--- src/rtl/qvalue_scanner.sv ---
// qvalue_scanner: memory-side initiator that walks a table of 16-bit
// big-endian words, tracks the largest entry and its index, and optionally
// writes {best_value, best_index} back to a destination address.
//
// Build option: define QSCAN_WRITEBACK_EN to include the WR_VAL/WR_IDX
// write-back states. Without it the scanner never writes, mem_wr_en and
// mem_wdata stay 0, and dest_addr is ignored.
//
// Memory read port is combinational: the word addressed in a SCAN cycle is
// valid on mem_rdata in that same cycle and is sampled on its closing edge.
module qvalue_scanner #(
  parameter int MAX_ENTRIES = 64
) (
  input  logic        clock,
  input  logic        reset,
  input  logic        start,
  input  logic [15:0] base_addr,
  input  logic [6:0]  count,
  input  logic [15:0] dest_addr,
  output logic        busy,
  output logic        done,
  output logic [15:0] best_value,
  output logic [5:0]  best_index,
  output logic [15:0] mem_address,
  output logic        mem_wr_en,
  output logic [15:0] mem_wdata,
  input  logic [15:0] mem_rdata
);

  localparam logic [6:0] MAX_COUNT = 7'(MAX_ENTRIES);

`ifdef QSCAN_WRITEBACK_EN
  typedef enum logic [2:0] {
    IDLE,
    SCAN,
    WR_VAL,
    WR_IDX,
    DONE
  } state_e;
`else
  typedef enum logic [1:0] {
    IDLE,
    SCAN,
    DONE
  } state_e;
`endif

  state_e      state_q, state_d;
  logic [15:0] base_q, base_d;
  logic [6:0]  count_q, count_d;
  logic [6:0]  idx_q, idx_d;
  logic [15:0] best_value_q, best_value_d;
  logic [5:0]  best_index_q, best_index_d;

  logic [6:0]  count_clamped;
  logic [15:0] scan_addr;

`ifdef QSCAN_WRITEBACK_EN
  logic [15:0] dest_q, dest_d;
`else
  // dest_addr has no consumer when write-back is compiled out.
  logic unused_dest_addr;
  assign unused_dest_addr = ^dest_addr;
`endif

  // Requested length limited to the largest supported table.
  assign count_clamped = (count > MAX_COUNT) ? MAX_COUNT : count;

  // Entry address: base + 2*i, wrapping naturally at 16 bits.
  assign scan_addr = base_q + {8'd0, idx_q, 1'b0};

  // Next-state logic and memory-port drive for the current state.
  always_comb begin
    // NOTE: every variable gets a default first so no path can leave one
    // unassigned, which would otherwise infer a latch.
    state_d      = state_q;
    base_d       = base_q;
    count_d      = count_q;
    idx_d        = idx_q;
    best_value_d = best_value_q;
    best_index_d = best_index_q;
`ifdef QSCAN_WRITEBACK_EN
    dest_d       = dest_q;
`endif
    mem_address  = 16'd0;
    mem_wr_en    = 1'b0;
    mem_wdata    = 16'd0;

    case (state_q)
      IDLE: begin
        if (start) begin
          base_d       = base_addr;
          count_d      = count_clamped;
          idx_d        = 7'd0;
          // Results restart from zero so an empty scan reports 0/0.
          best_value_d = 16'd0;
          best_index_d = 6'd0;
`ifdef QSCAN_WRITEBACK_EN
          dest_d       = dest_addr;
`endif
          state_d      = (count_clamped == 7'd0) ? DONE : SCAN;
        end
      end

      SCAN: begin
        mem_address = scan_addr;
        // First entry seeds the result; later ones must be strictly
        // greater, so ties keep the lowest index.
        if ((idx_q == 7'd0) || (mem_rdata > best_value_q)) begin
          best_value_d = mem_rdata;
          best_index_d = idx_q[5:0];
        end
        idx_d = idx_q + 7'd1;
        if (idx_q == (count_q - 7'd1)) begin
`ifdef QSCAN_WRITEBACK_EN
          state_d = WR_VAL;
`else
          state_d = DONE;
`endif
        end
      end

`ifdef QSCAN_WRITEBACK_EN
      WR_VAL: begin
        mem_address = dest_q;
        mem_wr_en   = 1'b1;
        mem_wdata   = best_value_q;
        state_d     = WR_IDX;
      end

      WR_IDX: begin
        mem_address = dest_q + 16'd2;
        mem_wr_en   = 1'b1;
        mem_wdata   = {10'd0, best_index_q};
        state_d     = DONE;
      end
`endif

      DONE: begin
        // start is deliberately not looked at here.
        state_d = IDLE;
      end

      default: begin
        state_d = IDLE;
      end
    endcase
  end

  // State and datapath registers with synchronous active-high reset.
  always_ff @(posedge clock) begin
    if (reset) begin
      // NOTE: sequential state uses non-blocking assignments so every
      // register samples pre-edge values regardless of statement order.
      state_q      <= IDLE;
      base_q       <= 16'd0;
      count_q      <= 7'd0;
      idx_q        <= 7'd0;
      best_value_q <= 16'd0;
      best_index_q <= 6'd0;
`ifdef QSCAN_WRITEBACK_EN
      dest_q       <= 16'd0;
`endif
    end else begin
      state_q      <= state_d;
      base_q       <= base_d;
      count_q      <= count_d;
      idx_q        <= idx_d;
      best_value_q <= best_value_d;
      best_index_q <= best_index_d;
`ifdef QSCAN_WRITEBACK_EN
      dest_q       <= dest_d;
`endif
    end
  end

  assign busy       = (state_q != IDLE);
  assign done       = (state_q == DONE);
  assign best_value = best_value_q;
  assign best_index = best_index_q;

endmodule

--- config.mk ---
export PLATFORM = sky130hd
export DESIGN_NAME = qvalue_scanner
export DESIGN_NICKNAME = d
export VERILOG_FILES = /design/src/rtl/qvalue_scanner.sv
export SDC_FILE = /design/constraint.sdc
export NUM_CORES = 1
export LEC_CHECK = 0
export CAP_MARGIN = 30
export CORE_MARGIN = 3
export CORE_UTILIZATION = 51
export CTS_BUF_LIST = sky130_fd_sc_hd__clkbuf_8
export DETAILED_ROUTE_END_ITERATION = 10
export PLACE_DENSITY = 0.93
export SETUP_SLACK_MARGIN = 0.3
export SLEW_MARGIN = 20
export SYNTH_ARGS = -nofsm -noshare
export SYNTH_HDL_FRONTEND = slang
export SYNTH_SLANG_ARGS = --single-unit
--- constraint.sdc ---
create_clock -name clock -period 5.85 [get_ports clock]
set_clock_uncertainty 0.05 [all_clocks]
set_input_delay 1.17 -clock clock [delete_from_list [all_inputs] [get_ports clock]]
set_output_delay 1.17 -clock clock [all_outputs]
set_load 0.01 [all_outputs]
Yosys cells after proc, flatten, opt, wreduce, memory -nomap -nowiden
Cells that the tools add are included.
{ "totals": {"output_inout_bits": 57, "in_bits": 58, "regBits": 54, "wordCells": 41} }
{ "classes": {"order_cmp": 2, "eq_ne": 6, "n_addsub": 3, "n_reduce_logical": 10, "muxes": 14} }
{ "op_table": {"columns": ["cell", "n"], "rows": [
  ["$mux W16", 3],
  ["$pmux W16 S2", 1],
  ["$add A16 B8 Y16", 1],
  ["$gt A16 B16 Y1", 1],
  ["$logic_not A7 Y1", 2],
  ["$mux W7", 2],
  ["$pmux W7 S2", 1],
  ["$mux W6", 2],
  ["$pmux W6 S2", 1],
  ["$add A7 B1 Y7 const B", 1],
  ["$eq A7 B7 Y1", 1],
  ["$gt A7 B7 Y1 const B", 1],
  ["$sub A7 B1 Y7 const B", 1],
  ["$mux W2", 3],
  ["$ne A2 B2 Y1 const B", 3],
  ["$reduce_and A2 Y1", 3],
  ["$pmux W2 S2", 1],
  ["$reduce_bool A2 Y1", 2],
  ["$reduce_and A3 Y1", 1],
  ["$eq A2 B1 Y1 const B", 1],
  ["$eq A2 B2 Y1 const B", 1],
  ["$logic_not A2 Y1", 1],
  ["$logic_or A1 B1 Y1", 1]
]} }

Depth between registers and ports, before layout
{ "depth": {"depth_word": 6, "depth_mapped": 9, "mapped_depth_nobuf": 8} }

Worst setup path before layout
No wires, ideal clock.
{ "synth_timing": {"kind": "reg2out", "from": "register idx_q[1]", "to": "output mem_address[12]", "setup_slack_ps": 2685, "arrival_ps": 1945, "path_buffers": 0, "stages_incl_launch_ff": 8, "required_time_ps": 4630, "path_cell_list": "dfxtp_1 ha_1 a21oi_1 o211ai_1 o41ai_1 nand3b_1 xor2_1 nor2_1"} }
{ "synth_between": {"elab_chain_cells": 2} }
{ "synth_lines": {"columns": ["element", "line", "rtl"], "rows": [
  ["start: declaration", "51", "logic [6:0] idx_q, idx_d;"],
  ["start signal: assignment", "168", "idx_q <= idx_d;"],
  ["$add A16 B8 Y16", "70", "assign scan_addr = base_q + {8'd0, idx_q, 1'b0};"],
  ["$mux W16", "89", "case (state_q)"],
  ["end: declaration", "24", "output logic [15:0] mem_address,"]
]} }
Every way passes these cells.

Final worst setup path
{ "layout_timing": {"from": "register idx_q[1]", "to": "output mem_address[10]"} }
The elaborated chain is that of the path after synthesis.

==> impl_results.html <==
<table>
<tr><th>Metric</th><th>Value</th></tr>
<tr><th colspan="2">Status</th></tr>
<tr><td>Run status</td><td>finished, final reports clean</td></tr>
<tr><th colspan="2">GRT</th></tr>
<tr><td>GRT Overall Usage</td><td>22.38%</td></tr>
<tr><td>Global-route wire length before repair</td><td>13800 um</td></tr>
<tr><td>Total global routing overflow</td><td>0</td></tr>
<tr><td>Number of global-route vias before repair</td><td>3087</td></tr>
<tr><td>Initial antenna violation count</td><td>0</td></tr>
<tr><td>Maximum number of pins on one net before global-route repair</td><td>44</td></tr>
<tr><th colspan="2">Timing</th></tr>
<tr><td>Final-report max-slew violation count</td><td>0</td></tr>
<tr><td>Post-layout min period</td><td>4.435 ns</td></tr>
<tr><td>Final Hold Viols</td><td>0</td></tr>
<tr><td>Transition at the pin with the smallest max-transition slack</td><td>0.9171 ns</td></tr>
<tr><td>Highest attainable clock frequency</td><td>225.5 MHz</td></tr>
<tr><td>Setup Total Neg Slack</td><td>0 ns</td></tr>
<tr><td>Setup repair after global routing missed its margin</td><td>false</td></tr>
<tr><td>Final number of setup-violating endpoints</td><td>0</td></tr>
<tr><td>Final period util</td><td>75.82%</td></tr>
<tr><td>Worst-case headroom to the max-slew limit</td><td>38.06%</td></tr>
<tr><th colspan="2">Clocking</th></tr>
<tr><td>TritonCTS clock tree</td><td>yes</td></tr>
<tr><td>Number of gates given a new drive strength after cts</td><td>0</td></tr>
<tr><td>Cell at the root of the clock tree</td><td>clkbuf_8</td></tr>
<tr><td>Clock buffer depth</td><td>2</td></tr>
<tr><td>Worst-path clk slew</td><td>0.10 ns</td></tr>
<tr><td>Clock latency at the later pin of the worst-skew pair</td><td>0.31 ns</td></tr>
<tr><td># clock sinks</td><td>54</td></tr>
<tr><td>H-tree Lvls</td><td>2</td></tr>
<tr><td>Hold-fix buffers at CTS</td><td>0</td></tr>
<tr><td>Number of setup buffers added after CTS</td><td>0</td></tr>
<tr><td>CTS Buf Count</td><td>5</td></tr>
<tr><th colspan="2">Power and ir drop</th></tr>
<tr><td>Worst vdd rail ir drop</td><td>0.0001268 V</td></tr>
<tr><td>Leakage dissipation</td><td>1.553 nW</td></tr>
<tr><td>Relative contribution of combinational cells to total power</td><td>25.8%</td></tr>
<tr><td>Clock network fraction of design power</td><td>24.7%</td></tr>
<tr><td>Switching fraction of total power</td><td>30.56%</td></tr>
<tr><td>Reported net switching power</td><td>0.2493 mW</td></tr>
<tr><td>Share of total power in sequential cells</td><td>49.5%</td></tr>
<tr><td>Pwr per Cell Area</td><td>193.7 nW/um^2</td></tr>
<tr><td>Design internal power</td><td>0.5664 mW</td></tr>
<tr><th colspan="2">Route</th></tr>
<tr><td>Antenna Nets Post-Route</td><td>0</td></tr>
<tr><td>Overall via count from detail_route</td><td>3159</td></tr>
<tr><td>Drt wl/cell</td><td>15.11 um</td></tr>
<tr><td>Starting DRT DRC Count</td><td>277</td></tr>
<tr><td>DRC viols</td><td>0</td></tr>
<tr><td>Total detailed-routing wirelength</td><td>8416 um</td></tr>
<tr><td>Detailed-route vias per instance</td><td>5.671</td></tr>
<tr><td>Number of detailed-routing iterations run before antenna repair</td><td>5</td></tr>
<tr><th colspan="2">Setup path</th></tr>
<tr><td>Critical Path RT</td><td>4.63 ns</td></tr>
<tr><td>Critical Setup Path Class</td><td>flop to primary output</td></tr>
<tr><td>Arrival @ worst endpoint</td><td>3.22 ns</td></tr>
<tr><td>Critical path peak fanout</td><td>7</td></tr>
<tr><td>Sort of element at the end of the critical path</td><td>primary output</td></tr>
<tr><td>Worst setup SP type</td><td>flop</td></tr>
<tr><th colspan="2">Cells and area</th></tr>
<tr><td>Area growth from synthesis to final layout</td><td>25.50%</td></tr>
<tr><td>Fraction of layout cells with a size suffix above 1</td><td>3.734%</td></tr>
<tr><td>Post-layout utilization of the core</td><td>68.69%</td></tr>
<tr><td>Number of nets in the finished design</td><td>567</td></tr>
<tr><td>FILL cells</td><td>511</td></tr>
<tr><td>Commonest non-fill, non-tap cells in the layout</td><td>clkdlybuf4s50_1, dfxtp_1, a21oi_1</td></tr>
<tr><td>Combined area of the multi-input logic cells</td><td>1999 sq um</td></tr>
<tr><td>Commonest non-fill, non-tap cell in the layout</td><td>clkdlybuf4s50_1</td></tr>
<tr><td>Register area</td><td>1081 sq um</td></tr>
<tr><td>Number of antenna repair diodes</td><td>0</td></tr>
<tr><th colspan="2">Floorplan</th></tr>
<tr><td>Vert. Die Dim</td><td>87.12 um</td></tr>
<tr><td>Starting utilization of the core area</td><td>54.73%</td></tr>
<tr><td>Standard-cell rows</td><td>28</td></tr>
<tr><td>Number of top-level pins</td><td>115</td></tr>
<tr><td>Core ar.</td><td>6131 sq um</td></tr>
<tr><td>Die area</td><td>7589 sq um</td></tr>
<tr><td>Die width</td><td>87.12 um</td></tr>
<tr><th colspan="2">Synth</th></tr>
<tr><td>Number of enable-type register cells in the synthesized netlist</td><td>0</td></tr>
<tr><td>Flip-flop cell with the highest count after synthesis</td><td>dfxtp_1</td></tr>
<tr><td>Post-Synthesis Cells</td><td>414</td></tr>
<tr><td>Synth area leaders</td><td>dfxtp_1, ha_1, a21oi_1</td></tr>
<tr><td>Unique masters post-synth</td><td>45</td></tr>
<tr><td>Post-synthesis sequential element count</td><td>54</td></tr>
<tr><td>Share of synthesized area occupied by flip-flops and latches</td><td>32.21%</td></tr>
<tr><td>Share of flip-flops with an asynchronous set or reset after synthesis</td><td>0%</td></tr>
<tr><td>Warnings, synthesis</td><td>0</td></tr>
<tr><td>Average instance area after synthesis</td><td>8.106 sq um</td></tr>
<tr><td>Post-synthesis instance area</td><td>3356 sq um</td></tr>
<tr><td>Most area-hungry cell type in the Yosys netlist</td><td>dfxtp_1</td></tr>
<tr><td>Portion of synthesized cell area occupied by the leading cell type</td><td>32.21%</td></tr>
<tr><th colspan="2">Placed design</th></tr>
<tr><td># port buffers</td><td>81</td></tr>
<tr><td>Post-detail-place hpwl</td><td>6312 um</td></tr>
<tr><td>Routability Congestion</td><td>0.8377</td></tr>
<tr><th colspan="2">Hold path</th></tr>
<tr><td>Class of the tightest hold or removal check</td><td>flop to flop</td></tr>
<tr><th colspan="2">Flow run</th></tr>
<tr><td>Number of max-capacitance violations reported</td><td>0</td></tr>
</table>
-- cell families (layout without fill, tap and decap cells) --
group	count (synthesis)	after routing	share of synthesized area [%]
and+or+nand+nor	152	152	23.41
AOI/OAI and AO/OA	92	92	18.42
buffers and inverters	67	119	9.992
DFF	54	54	32.21
adders and majority gates	27	27	10.29
xor gates and xnor gates	19	19	4.959
muxes	2	2	0.5966
other	1	17	0.1117
-- per-layer routing --
metal / track usage, % / vias up / share of wire (%)
met5: 0 / - / 0
met4: 5.439 / 0 / 1.1
met3: 5.109 / 12 / 6.9
met2: 41.27 / 112 / 51
met1: 26.00 / 1489 / 41
li1: - / 1546 / -
-- power by group through the flow --
| stage | sequential, mW | combinational, mW | clock, mW |
|---|---|---|---|
| finish | 0.404 | 0.210 | 0.202 |
| global route | 0.407 | 0.233 | 0.223 |
| CTS | 0.404 | 0.209 | 0.208 |
| detailed placement | 0.412 | 0.208 | 0 |
| global placement | 0.411 | 0.196 | 0 |
| floorplan | 0.412 | 0.131 | 0 |
-- per-stage QoR --
step	power [mW]	instances	cell area [sq um]	worst slack (ns)	hold WS, ns
finish	0.8158	557	4212	1.415	0.4208
global route	0.8632	557	4212	1.166	0.4412
detailed placement	0.6198	550	4131	1.602	0.4092
floorplan	0.5427	430	3416	2.685	0.3817
global placement	0.6072	549	4104	1.687	0.3892
CTS	0.8207	557	4212	1.428	0.4234
-- synthesized netlist by cell type (5+ instances only) --
| library cell | number |
|---|---|
| nand3_1 | 13 |
| xnor2_1 | 8 |
| buf_4 | 17 |
| o21ai_0 | 7 |
| inv_1 | 27 |
| nor3b_1 | 7 |
| nor2_1 | 28 |
| dfxtp_1 | 54 |
| nand2b_1 | 25 |
| or3_1 | 7 |
| a21oi_1 | 42 |
| o211ai_1 | 5 |
| nor3_1 | 6 |
| xor2_1 | 11 |
| ha_1 | 26 |
| clkbuf_1 | 16 |
| nand2_1 | 40 |
| o32ai_1 | 21 |
-- final cells by class --
type,count,share of cell area [%]
clock buffer,5,1.634
clock inverter,2,0.2674
inverter,27,2.406
multi-input combinational,309,47.47
sequential,54,25.67
tap,75,2.228
timing repair buffer,85,20.32
-- worst paths after layout --
check / startpoint / endpoint / slack (ns) / depth (start not counted)
max: idx_q[1] / mem_address[10] / 1.41 / 7
max reg2reg: idx_q[1] / best_value[15] / 2.77 / 9
min: base_q[3] / base_q[3] / 0.42 / 2
min reg2reg: base_q[3] / base_q[3] / 0.42 / 2
-- sequential cells by signal, indices dropped and copies added (netlist names) --
name / cells
base_q: 16
best_index: 6
best_value: 16
count_q: 7
idx_q: 7
state_q: 2
-- critical path, stage by stage (launching register included) --
cell,delay [ns]
dfxtp_1,0.51
ha_1,0.30
a21oi_1,0.18
o211ai_1,0.16
o41ai_1,0.77
o21ai_0,0.23
a21oi_1,0.19
clkdlybuf4s50_1,0.57
No activity file was read; power rests on OpenSTA's default activity.
